### config.mk
export PLATFORM = sky130hd
export DESIGN_NAME = cam_capture
export DESIGN_NICKNAME = d
export VERILOG_FILES = /design/src/rtl/cam_capture.sv
export SDC_FILE = /design/constraint.sdc
export NUM_CORES = 1
export LEC_CHECK = 0
export CORE_AREA = 2 2 132 134
export DETAILED_ROUTE_END_ITERATION = 8
export DIE_AREA = 0 0 134 136
export GPL_ROUTABILITY_DRIVEN = 1
export PLACE_DENSITY = 0.69
export REMOVE_ABC_BUFFERS = 1
export SYNTH_ARGS = -nofsm -noshare
export SYNTH_HDL_FRONTEND = slang
export SYNTH_SLANG_ARGS = --single-unit
### constraint.sdc
create_clock -name sys_clk_i -period 7.75 [get_ports sys_clk_i]
set_clock_uncertainty 0.2 [all_clocks]
set_input_delay 1.1625 -clock sys_clk_i [delete_from_list [all_inputs] [get_ports sys_clk_i]]
set_output_delay 1.1625 -clock sys_clk_i [all_outputs]
set_load 0.05 [all_outputs]
### src/rtl/cam_capture.sv
// DVP sensor capture: synchronises the sensor bus, assembles RGB565/RAW8 bytes into widened pixels with x/y tags.
// Latency: pix_valid_o 4 sys_clk_i cycles after pclk is first sampled high; no backpressure, pixels stream at sensor rate.
module cam_capture #(
  parameter int DATA_W      = 8,
  parameter int OUT_W       = 8,
  parameter int H_ACT       = 640,
  parameter int V_ACT       = 480,
  parameter int SKIP_FRAMES = 10,
  localparam int XW = (H_ACT > 1) ? $clog2(H_ACT) : 1,
  localparam int YW = (V_ACT > 1) ? $clog2(V_ACT) : 1
) (
  input  logic              sys_clk_i,
  input  logic              sys_rst_i,
  input  logic              vsync_i,
  input  logic              href_i,
  input  logic              pclk_i,
  input  logic [DATA_W-1:0] cam_data_i,
  input  logic              mode_i,
  output logic [OUT_W-1:0]  cam_red_o,
  output logic [OUT_W-1:0]  cam_green_o,
  output logic [OUT_W-1:0]  cam_blue_o,
  output logic              pix_valid_o,
  output logic [XW-1:0]     pix_x_o,
  output logic [YW-1:0]     pix_y_o,
  output logic              frame_start_o,
  output logic              cam_done_o,
  output logic              frame_err_o
);
  localparam int XCW = XW + 1;
  localparam int YCW = YW + 1;
  localparam int SW  = (SKIP_FRAMES > 0) ? $clog2(SKIP_FRAMES + 1) : 1;

  typedef enum logic [1:0] {ST_SKIP, ST_WAIT, ST_CAPT} state_t;
  localparam state_t RST_ST = (SKIP_FRAMES == 0) ? ST_WAIT : ST_SKIP;

  logic [DATA_W+2:0] r_s1, r_s2;
  logic [2:0]        r_s3;
  logic              w_pclk, w_href, w_vs;
  logic              r_a_cap, r_a_href, r_a_hrise, r_a_hfall, r_a_vrise, r_a_vfall;
  logic [7:0]        r_a_dat;
  state_t            r_state, w_state_nxt;
  logic [SW-1:0]     r_skip_cnt;
  logic              r_mode, r_phase, r_done, r_errflag;
  logic [7:0]        r_first;
  logic [XCW-1:0]    r_x;
  logic [YCW-1:0]    r_y;
  logic              w_frame_go, w_in_capt, w_phase_eff, w_byte, w_emit, w_inb, w_last, w_err;
  logic              r_b_vld, r_b_last, r_b_fs, r_b_err, r_b_gray_md, r_c_last;
  logic [4:0]        r_b_r, r_b_b;
  logic [5:0]        r_b_g;
  logic [7:0]        r_b_gray;
  logic [XW-1:0]     r_b_x;
  logic [YW-1:0]     r_b_y;
  logic [OUT_W-1:0]  w_r_x, w_g_x, w_b_x, w_y_x;

  assign w_pclk = r_s2[DATA_W+2];
  assign w_href = r_s2[DATA_W+1];
  assign w_vs   = r_s2[DATA_W];

  // Edges compare stage 2 against the extra register; data comes from stage 2 too.
  always_ff @(posedge sys_clk_i or posedge sys_rst_i) begin
    if (sys_rst_i) begin
      r_s1      <= '0;
      r_s2      <= '0;
      r_s3      <= '0;
      r_a_cap   <= 1'b0;
      r_a_href  <= 1'b0;
      r_a_hrise <= 1'b0;
      r_a_hfall <= 1'b0;
      r_a_vrise <= 1'b0;
      r_a_vfall <= 1'b0;
      r_a_dat   <= '0;
    end else begin
      r_s1      <= {pclk_i, href_i, vsync_i, cam_data_i};
      r_s2      <= r_s1;
      r_s3      <= r_s2[DATA_W+2:DATA_W];
      r_a_cap   <= w_pclk & ~r_s3[2];
      r_a_href  <= w_href;
      r_a_hrise <= w_href & ~r_s3[1];
      r_a_hfall <= ~w_href & r_s3[1];
      r_a_vrise <= w_vs & ~r_s3[0];
      r_a_vfall <= ~w_vs & r_s3[0];
      r_a_dat   <= r_s2[7:0];
    end
  end

  always_ff @(posedge sys_clk_i or posedge sys_rst_i) begin
    if (sys_rst_i) begin
      r_state    <= RST_ST;
      r_skip_cnt <= '0;
    end else begin
      r_state <= w_state_nxt;
      if (r_state == ST_SKIP && r_a_vfall) r_skip_cnt <= r_skip_cnt + 1'b1;
    end
  end

  always_comb begin
    w_state_nxt = r_state;
    w_frame_go  = 1'b0;
    unique case (r_state)
      ST_SKIP: if (r_a_vfall && r_skip_cnt == SW'(SKIP_FRAMES - 1)) w_state_nxt = ST_WAIT;
      ST_WAIT: if (r_a_vfall) begin
        w_state_nxt = ST_CAPT;
        w_frame_go  = 1'b1;
      end
      ST_CAPT: if (r_a_vrise) w_state_nxt = ST_WAIT;
      default: w_state_nxt = RST_ST;
    endcase
    w_in_capt   = (r_state == ST_CAPT);
    w_phase_eff = r_a_hrise ? 1'b0 : r_phase;
    w_byte      = w_in_capt && r_a_cap && r_a_href;
    w_emit      = w_byte && (r_mode || w_phase_eff);
    w_inb       = (r_x < XCW'(H_ACT)) && (r_y < YCW'(V_ACT));
    w_last      = w_emit && w_inb && !r_errflag && !r_done &&
                  (r_x == XCW'(H_ACT - 1)) && (r_y == YCW'(V_ACT - 1));
    // Once a frame has completed, later line/frame anomalies are not reported against it.
    w_err       = w_in_capt && !r_done &&
                  ((r_a_hfall && ((r_x != XCW'(H_ACT)) || (!r_mode && r_phase))) || r_a_vrise);
  end

  always_ff @(posedge sys_clk_i or posedge sys_rst_i) begin
    if (sys_rst_i) begin
      r_mode      <= 1'b0;
      r_phase     <= 1'b0;
      r_done      <= 1'b0;
      r_errflag   <= 1'b0;
      r_first     <= '0;
      r_x         <= '0;
      r_y         <= '0;
      r_b_vld     <= 1'b0;
      r_b_last    <= 1'b0;
      r_b_fs      <= 1'b0;
      r_b_err     <= 1'b0;
      r_b_gray_md <= 1'b0;
      r_b_r       <= '0;
      r_b_g       <= '0;
      r_b_b       <= '0;
      r_b_gray    <= '0;
      r_b_x       <= '0;
      r_b_y       <= '0;
    end else begin
      r_b_vld  <= w_emit && w_inb;
      r_b_last <= w_last;
      r_b_fs   <= w_frame_go;
      r_b_err  <= w_err;
      if (w_frame_go) begin
        r_mode    <= mode_i;
        r_x       <= '0;
        r_y       <= '0;
        r_phase   <= 1'b0;
        r_done    <= 1'b0;
        r_errflag <= 1'b0;
      end else if (w_in_capt) begin
        if (r_a_hfall) begin
          r_x     <= '0;
          r_y     <= (&r_y) ? r_y : r_y + 1'b1;
          r_phase <= 1'b0;
        end else if (w_byte) begin
          if (w_emit) begin
            r_x     <= (&r_x) ? r_x : r_x + 1'b1;
            r_phase <= 1'b0;
          end else begin
            r_phase <= 1'b1;
            r_first <= r_a_dat;
          end
        end else if (r_a_hrise) begin
          r_phase <= 1'b0;
        end
        if (w_last) r_done <= 1'b1;
        if (w_err) r_errflag <= 1'b1;
      end
      if (w_emit && w_inb) begin
        r_b_gray_md <= r_mode;
        r_b_r       <= r_first[7:3];
        r_b_g       <= {r_first[2:0], r_a_dat[7:5]};
        r_b_b       <= r_a_dat[4:0];
        r_b_gray    <= r_a_dat;
        r_b_x       <= r_x[XW-1:0];
        r_b_y       <= r_y[YW-1:0];
      end
    end
  end

  // Left-align each channel and refill the low bits with its own MSBs (truncates when narrower).
  for (genvar k = 0; k < OUT_W; k++) begin : g_expand
    assign w_r_x[OUT_W-1-k] = r_b_r[4 - (k % 5)];
    assign w_g_x[OUT_W-1-k] = r_b_g[5 - (k % 6)];
    assign w_b_x[OUT_W-1-k] = r_b_b[4 - (k % 5)];
    assign w_y_x[OUT_W-1-k] = r_b_gray[7 - (k % 8)];
  end

  always_ff @(posedge sys_clk_i or posedge sys_rst_i) begin
    if (sys_rst_i) begin
      pix_valid_o   <= 1'b0;
      frame_start_o <= 1'b0;
      frame_err_o   <= 1'b0;
      cam_done_o    <= 1'b0;
      r_c_last      <= 1'b0;
      cam_red_o     <= '0;
      cam_green_o   <= '0;
      cam_blue_o    <= '0;
      pix_x_o       <= '0;
      pix_y_o       <= '0;
    end else begin
      pix_valid_o   <= r_b_vld;
      frame_start_o <= r_b_fs;
      frame_err_o   <= r_b_err;
      r_c_last      <= r_b_last;
      cam_done_o    <= r_c_last;
      if (r_b_vld) begin
        cam_red_o   <= r_b_gray_md ? w_y_x : w_r_x;
        cam_green_o <= r_b_gray_md ? w_y_x : w_g_x;
        cam_blue_o  <= r_b_gray_md ? w_y_x : w_b_x;
        pix_x_o     <= r_b_x;
        pix_y_o     <= r_b_y;
      end
    end
  end
endmodule
# After elaboration in Yosys (flattened, before gate mapping)
# Cells that the tools add are included.
# Widths: inputs -> output; s select.
classes:
  n_addsub: 3
  magnitude_cmp: 2
  n_eq_ne: 11
  n_mux: 31
  bitwise: 13
  reduce_logical: 36
op_table:
  columns: ["cell", "count"]
  rows:
  - ["$mux 11", 6]
  - ["$mux 10", 4]
  - ["$mux 8", 3]
  - ["$logic_and 1x1->1", 15]
  - ["$mux 1", 14]
  - ["$add 11x1->11 const B", 1]
  - ["$eq 11x10->1 const B", 1]
  - ["$lt 11x10->1 const B", 1]
  - ["$ne 11x10->1 const B", 1]
  - ["$reduce_and 11->1", 1]
  - ["$add 10x1->10 const B", 1]
  - ["$eq 10x9->1 const B", 1]
  - ["$lt 10x9->1 const B", 1]
  - ["$reduce_and 10->1", 1]
  - ["$not 1->1", 8]
  - ["$reduce_bool 2->1", 4]
  - ["$mux 2", 3]
  - ["$ne 2x2->1 const B", 3]
  - ["$pmux 2 s3", 1]
  - ["$reduce_and 3->1", 2]
  - ["$reduce_bool 3->1", 2]
  - ["$and 1x1->1", 5]
  - ["$reduce_and 5->1", 1]
  - ["$add 4x1->4 const B", 1]
  - ["other kinds (10)", 15]
totals:
  regBits: 174
  inputBits: 14
  out_inout_bits: 47
  word_cells: 136

# Depth between registers and ports, before layout
depth:
  word_depth: 12
  mapped_depth: 8
  ltp_nobuf: 6

# Worst setup path before layout
# No wires, ideal clock.
synth_timing:
  path_type: "reg2reg"
  from: "register r_x[0]"
  to: "register r_x[3]"
  setup_ns: 0.080
  arrival_ns: 1.835
  required_time_ns: 7.470
  slack_ns: 5.635
  stages_incl_launch_ff: 7
  path_buffers: 1
  period_less_slack_ns: 2.115
  path_cell_list: "dfrtp_1 > ha_1 > and3_1 > and4_1 > buf_2 > or4_1 > a21oi_1"
synth_via:
  elab_chain_cells: 7
  word_cells_on_any_way: 10
  classes_between: "add/sub (1); eq/ne (1); mux (6); reduce/logical (2)"
synth_rtl:
  columns: ["element", "line", "text"]
  rows:
  - ["from (decl)", "45", "logic [XCW-1:0] r_x;"]
  - ["from (signal assigned)", "160", "r_x <= (&r_x) ? r_x : r_x + 1'b1;"]
  - ["$add 11x1->11", "160", null]
  - ["$mux 11", "160", null]
  - ["$mux 11", "159", "if (w_emit) begin"]
  - ["$mux 11", "158", "end else if (w_byte) begin"]
  - ["$mux 11", "154", "if (r_a_hfall) begin"]
  - ["$mux 11", "153", "end else if (w_in_capt) begin"]
  - ["$mux 11", "146", "if (w_frame_go) begin"]
# Several ways; a longest one is shown, not always the timed one. The select of a mux whose other input is x is not followed.
# A chain may end at the register's enable or synchronous reset.

# Worst setup path after layout
layout_timing:
  from: "register pix_y_o[5]"
  to: "output pix_y_o[5]"
layout_rtl:
  columns: ["element", "line", "text"]
  rows:
  - ["from (decl)", "24", "output logic [YW-1:0] pix_y_o,"]
  - ["from (signal assigned)", "215", "pix_y_o <= r_b_y;"]
# No word-level cell between the ends.

==> out/qor.json <==
{
  "sta": {
    "finalSetupViolations": 0,
    "slew_headroom_pct": 17.5,
    "worst-slew-pin-transition_ps": 1240,
    "slew_violations": 0,
    "fin_setup_tns_ps": 0,
    "max_freq_mhz": 334,
    "finalHoldViolCount": 0,
    "timing.final.crit_share_pct": 38.7,
    "period_needed_ps": 3000,
    "grt_setup_unrepaired": "false"
  },
  "critical_path": {
    "family_with_the_most_delay_on_the_worst_path": "buffers and inverters",
    "critPathKind": "register to output port",
    "worstReg2RegEnd": "r_y[6]$_DFFE_PP0P_",
    "worstSetupEndpointType": "output port",
    "crit_path_top_delay_cell": "sky130_fd_sc_hd__clkdlybuf4s50_1",
    "path_buf_inv": 1,
    "worst_setup_path_start_kind": "register",
    "r2r-start": "r_state[1]$_DFFE_PP0P_",
    "crit_fanout": 2,
    "worst-r2r-setup-slack_ps": 5010,
    "max_stage_delay_ps": 860,
    "worst_ep_required_time_ps": 6390,
    "critical_path_cell_by_cell": "clkdlybuf4s50_1",
    "worst-endpoint-arrival_ps": 1630,
    "worst_r2r_path_depth": 5
  },
  "final_layout": {
    "final_design_area_no_fill_um2": 7940,
    "num-nets-final": 570,
    "post_route_cells_drive_above_1_share_pct": 17.9,
    "fill_cells": 1476,
    "area.sequential_um2": 4130,
    "post-route-util_pct": 47.0,
    "multi_input_area_um2": 2250,
    "area_growth_pct": 21.1,
    "insertedDiodeCount": 0
  },
  "yosys": {
    "syn_area_um2": 6560,
    "ff_latch_count_synth": 165,
    "post_synth_num_cell_types": 59,
    "synth-warning-count": 0,
    "synth.top_cells.by_area": "sky130_fd_sc_hd__dfrtp_1 (63%), sky130_fd_sc_hd__mux2_4 (6.9%), sky130_fd_sc_hd__mux2_2 (5.3%)",
    "synth_most_common_cell": "sky130_fd_sc_hd__dfrtp_1",
    "area_share_of_the_largest_cell_type_after_synthesis_pct": 63.0,
    "synthesis.instances": 492,
    "synth_top_cell_by_area": "sky130_fd_sc_hd__dfrtp_1",
    "synth-async-reset-ratio_pct": 100,
    "synth_sequential_area_ratio_pct": 63.0,
    "dominantRegCellSynth": "sky130_fd_sc_hd__dfrtp_1",
    "synth.cells.most_frequent": "sky130_fd_sc_hd__dfrtp_1 (165), sky130_fd_sc_hd__a21oi_1 (57), sky130_fd_sc_hd__nor2_1 (39)",
    "synth-edff-count": 0,
    "syn_area_per_cell_um2": 13.3
  },
  "clock_tree": {
    "htreeDepth": 4,
    "ctsLongestPathBuffers": 2,
    "cts.root.buffer_cell": "sky130_fd_sc_hd__clkbuf_16",
    "clk_latency_ps": 420,
    "cts_tree": "yes",
    "postCtsHoldBufs": 0,
    "post_cts_resize_count": 0,
    "post_cts.repair.setup_buffers": 0,
    "tritoncts_buffer_count": 17,
    "path_clk_slew_ps": 60,
    "cts.sink_count": 165
  },
  "pwr": {
    "cellPowerDensity_nw_per_um2": 323,
    "irDropWorstVdd_mv": 0.214,
    "total_leakage_power_nw": 3.65,
    "totalPowerFinal_mw": 2.57
  },
  "global_routing": {
    "grt_pass1_wl_mm": 20.5,
    "grt_remaining_overflow": 0,
    "antenna_violations_before_repair": 0,
    "vias_in_the_first_global_route": 4151,
    "grtUsageTotal_pct": 14.5,
    "pin_count_of_the_biggest_net_entering_global_routing": 106
  },
  "run": {
    "timing.max_cap.violations": 0
  },
  "floorplanning": {
    "placementRows": 48,
    "dieArea_um2": 18200,
    "die_height_um": 136,
    "fp.dieW_um": 134,
    "starting_density_pct": 38.8,
    "ioPinCount": 61,
    "coreArea_um2": 16900
  },
  "routing": {
    "ant_nets": 0,
    "drt_wl_total_mm": 12.0,
    "viasPerCell": 5.11,
    "wire_per_inst_um": 15.3,
    "num_vias": 4029,
    "remaining_drc_errors": 0,
    "dr.pass1.iters": 4,
    "drtIter0Drc": 184
  },
  "placement": {
    "place_area_um2": 7300,
    "hpwl_mm": 7.82,
    "port_buffer_cells": 60,
    "place_congestion": 0.810
  },
  "worst_hold_path": {
    "worstHoldPathType": "register to register",
    "timing.hold.worst_endpoint": "r_s2[9]$_DFF_PP0_",
    "min_path_cells": 0,
    "worstHoldStart": "r_s1[9]$_DFF_PP0_"
  },
  "run_status": {
    "run_status": "finished, final reports clean"
  }
}
state kept, by name (all words and copies together), names as in the netlist, 2 cells and up:
signal	count
cam_blue_o	8
cam_green_o	8
cam_red_o	8
pix_x_o	10
pix_y_o	9
r_a_dat	8
r_b_b	4
r_b_g	6
r_b_r	5
r_b_x	10
r_b_y	9
r_first	8
r_s1	11
r_s2	11
r_s3	3
r_skip_cnt	4
r_state	2
r_x	11
r_y	10
layer usage:
layer / up-vias / global-route usage [%] / share of wire, %
met5: - / 0 / 0
met3: 11 / 4.51 / 4.8
li1: 1900 / - / -
met4: 0 / 5.20 / 1.4
met1: 2017 / 19.0 / 46
met2: 101 / 22.8 / 47
kinds of logic after synthesis:
family | Yosys count | synth area share, %
DFF | 165 | 63.0
and+or+nand+nor | 120 | 9.83
AOI/OAI and AO/OA | 99 | 9.35
muxes | 71 | 13.7
buffers and inverters | 29 | 2.77
adders and majority gates | 5 | 0.954
xor gates and xnor gates | 3 | 0.401
where the power goes:
| group | internal, mW | total, mW | switching [mW] |
|---|---|---|---|
| Clock | 0.549 | 0.905 | 0.357 |
| Combinational | 0.210 | 0.555 | 0.345 |
| Sequential | 0.981 | 1.11 | 0.126 |
layout make-up:
cell class,instances,share of cell area [%]
clock buffers,17,5.36
clock inverters,14,2.66
inverters,8,0.441
multi-input cells,298,28.3
flip-flops and latches,165,52.0
well taps,225,3.55
repair buffers,61,7.66
worst max-delay path by stage:
stage / startpoint / end / slack, ps / cells after the start
2_1_floorplan: sys_rst_i / cam_blue_o[0]$_DFFE_PP0P_ / 1930 / 1
3_3_place_gp: sys_rst_i / cam_green_o[4]$_DFFE_PP0P_ / 4440 / 3
3_5_place_dp: sys_rst_i / r_s1[4]$_DFF_PP0_ / 4380 / 3
4_1_cts: pix_y_o[5]$_DFFE_PP0P_ / pix_y_o[5] / 4740 / 1
5_1_grt: sys_rst_i / r_a_dat[0]$_DFF_PP0_ / 4610 / 3
6_report: pix_y_o[5]$_DFFE_PP0P_ / pix_y_o[5] / 4750 / 1
per-stage QoR:
stage                     setup WS (ps)  std cells  hold slack (ps)
after floorplan                    1930        471              131
after global placement             4440        757              133
after detailed placement           4380        757              135
after CTS                          4740        788              149
after global routing               4610        788              154
final                              4750        788              147
placed cells by master, fill, tap and decap left out, types with 4 or more instances in the layout:
master                            instances
sky130_fd_sc_hd__clkbuf_16               17
sky130_fd_sc_hd__nand2_1                 14
sky130_fd_sc_hd__inv_1                    7
sky130_fd_sc_hd__or4_1                    5
sky130_fd_sc_hd__mux2i_1                 10
sky130_fd_sc_hd__nand3_1                 10
sky130_fd_sc_hd__nor2b_1                 14
sky130_fd_sc_hd__inv_6                    7
sky130_fd_sc_hd__mux2_4                  30
sky130_fd_sc_hd__nand4_1                  5
sky130_fd_sc_hd__o31ai_1                  5
sky130_fd_sc_hd__bufinv_16                4
sky130_fd_sc_hd__mux2_2                  31
sky130_fd_sc_hd__nor2_1                  39
sky130_fd_sc_hd__a211oi_1                 5
sky130_fd_sc_hd__o21ai_0                 10
sky130_fd_sc_hd__and3_1                   4
sky130_fd_sc_hd__and4_1                   4
sky130_fd_sc_hd__clkdlybuf4s50_1         60
sky130_fd_sc_hd__nor3_1                   7
sky130_fd_sc_hd__a21oi_1                 57
sky130_fd_sc_hd__ha_1                     5
sky130_fd_sc_hd__dfrtp_1                164
Power figures use the tool's default switching activity.
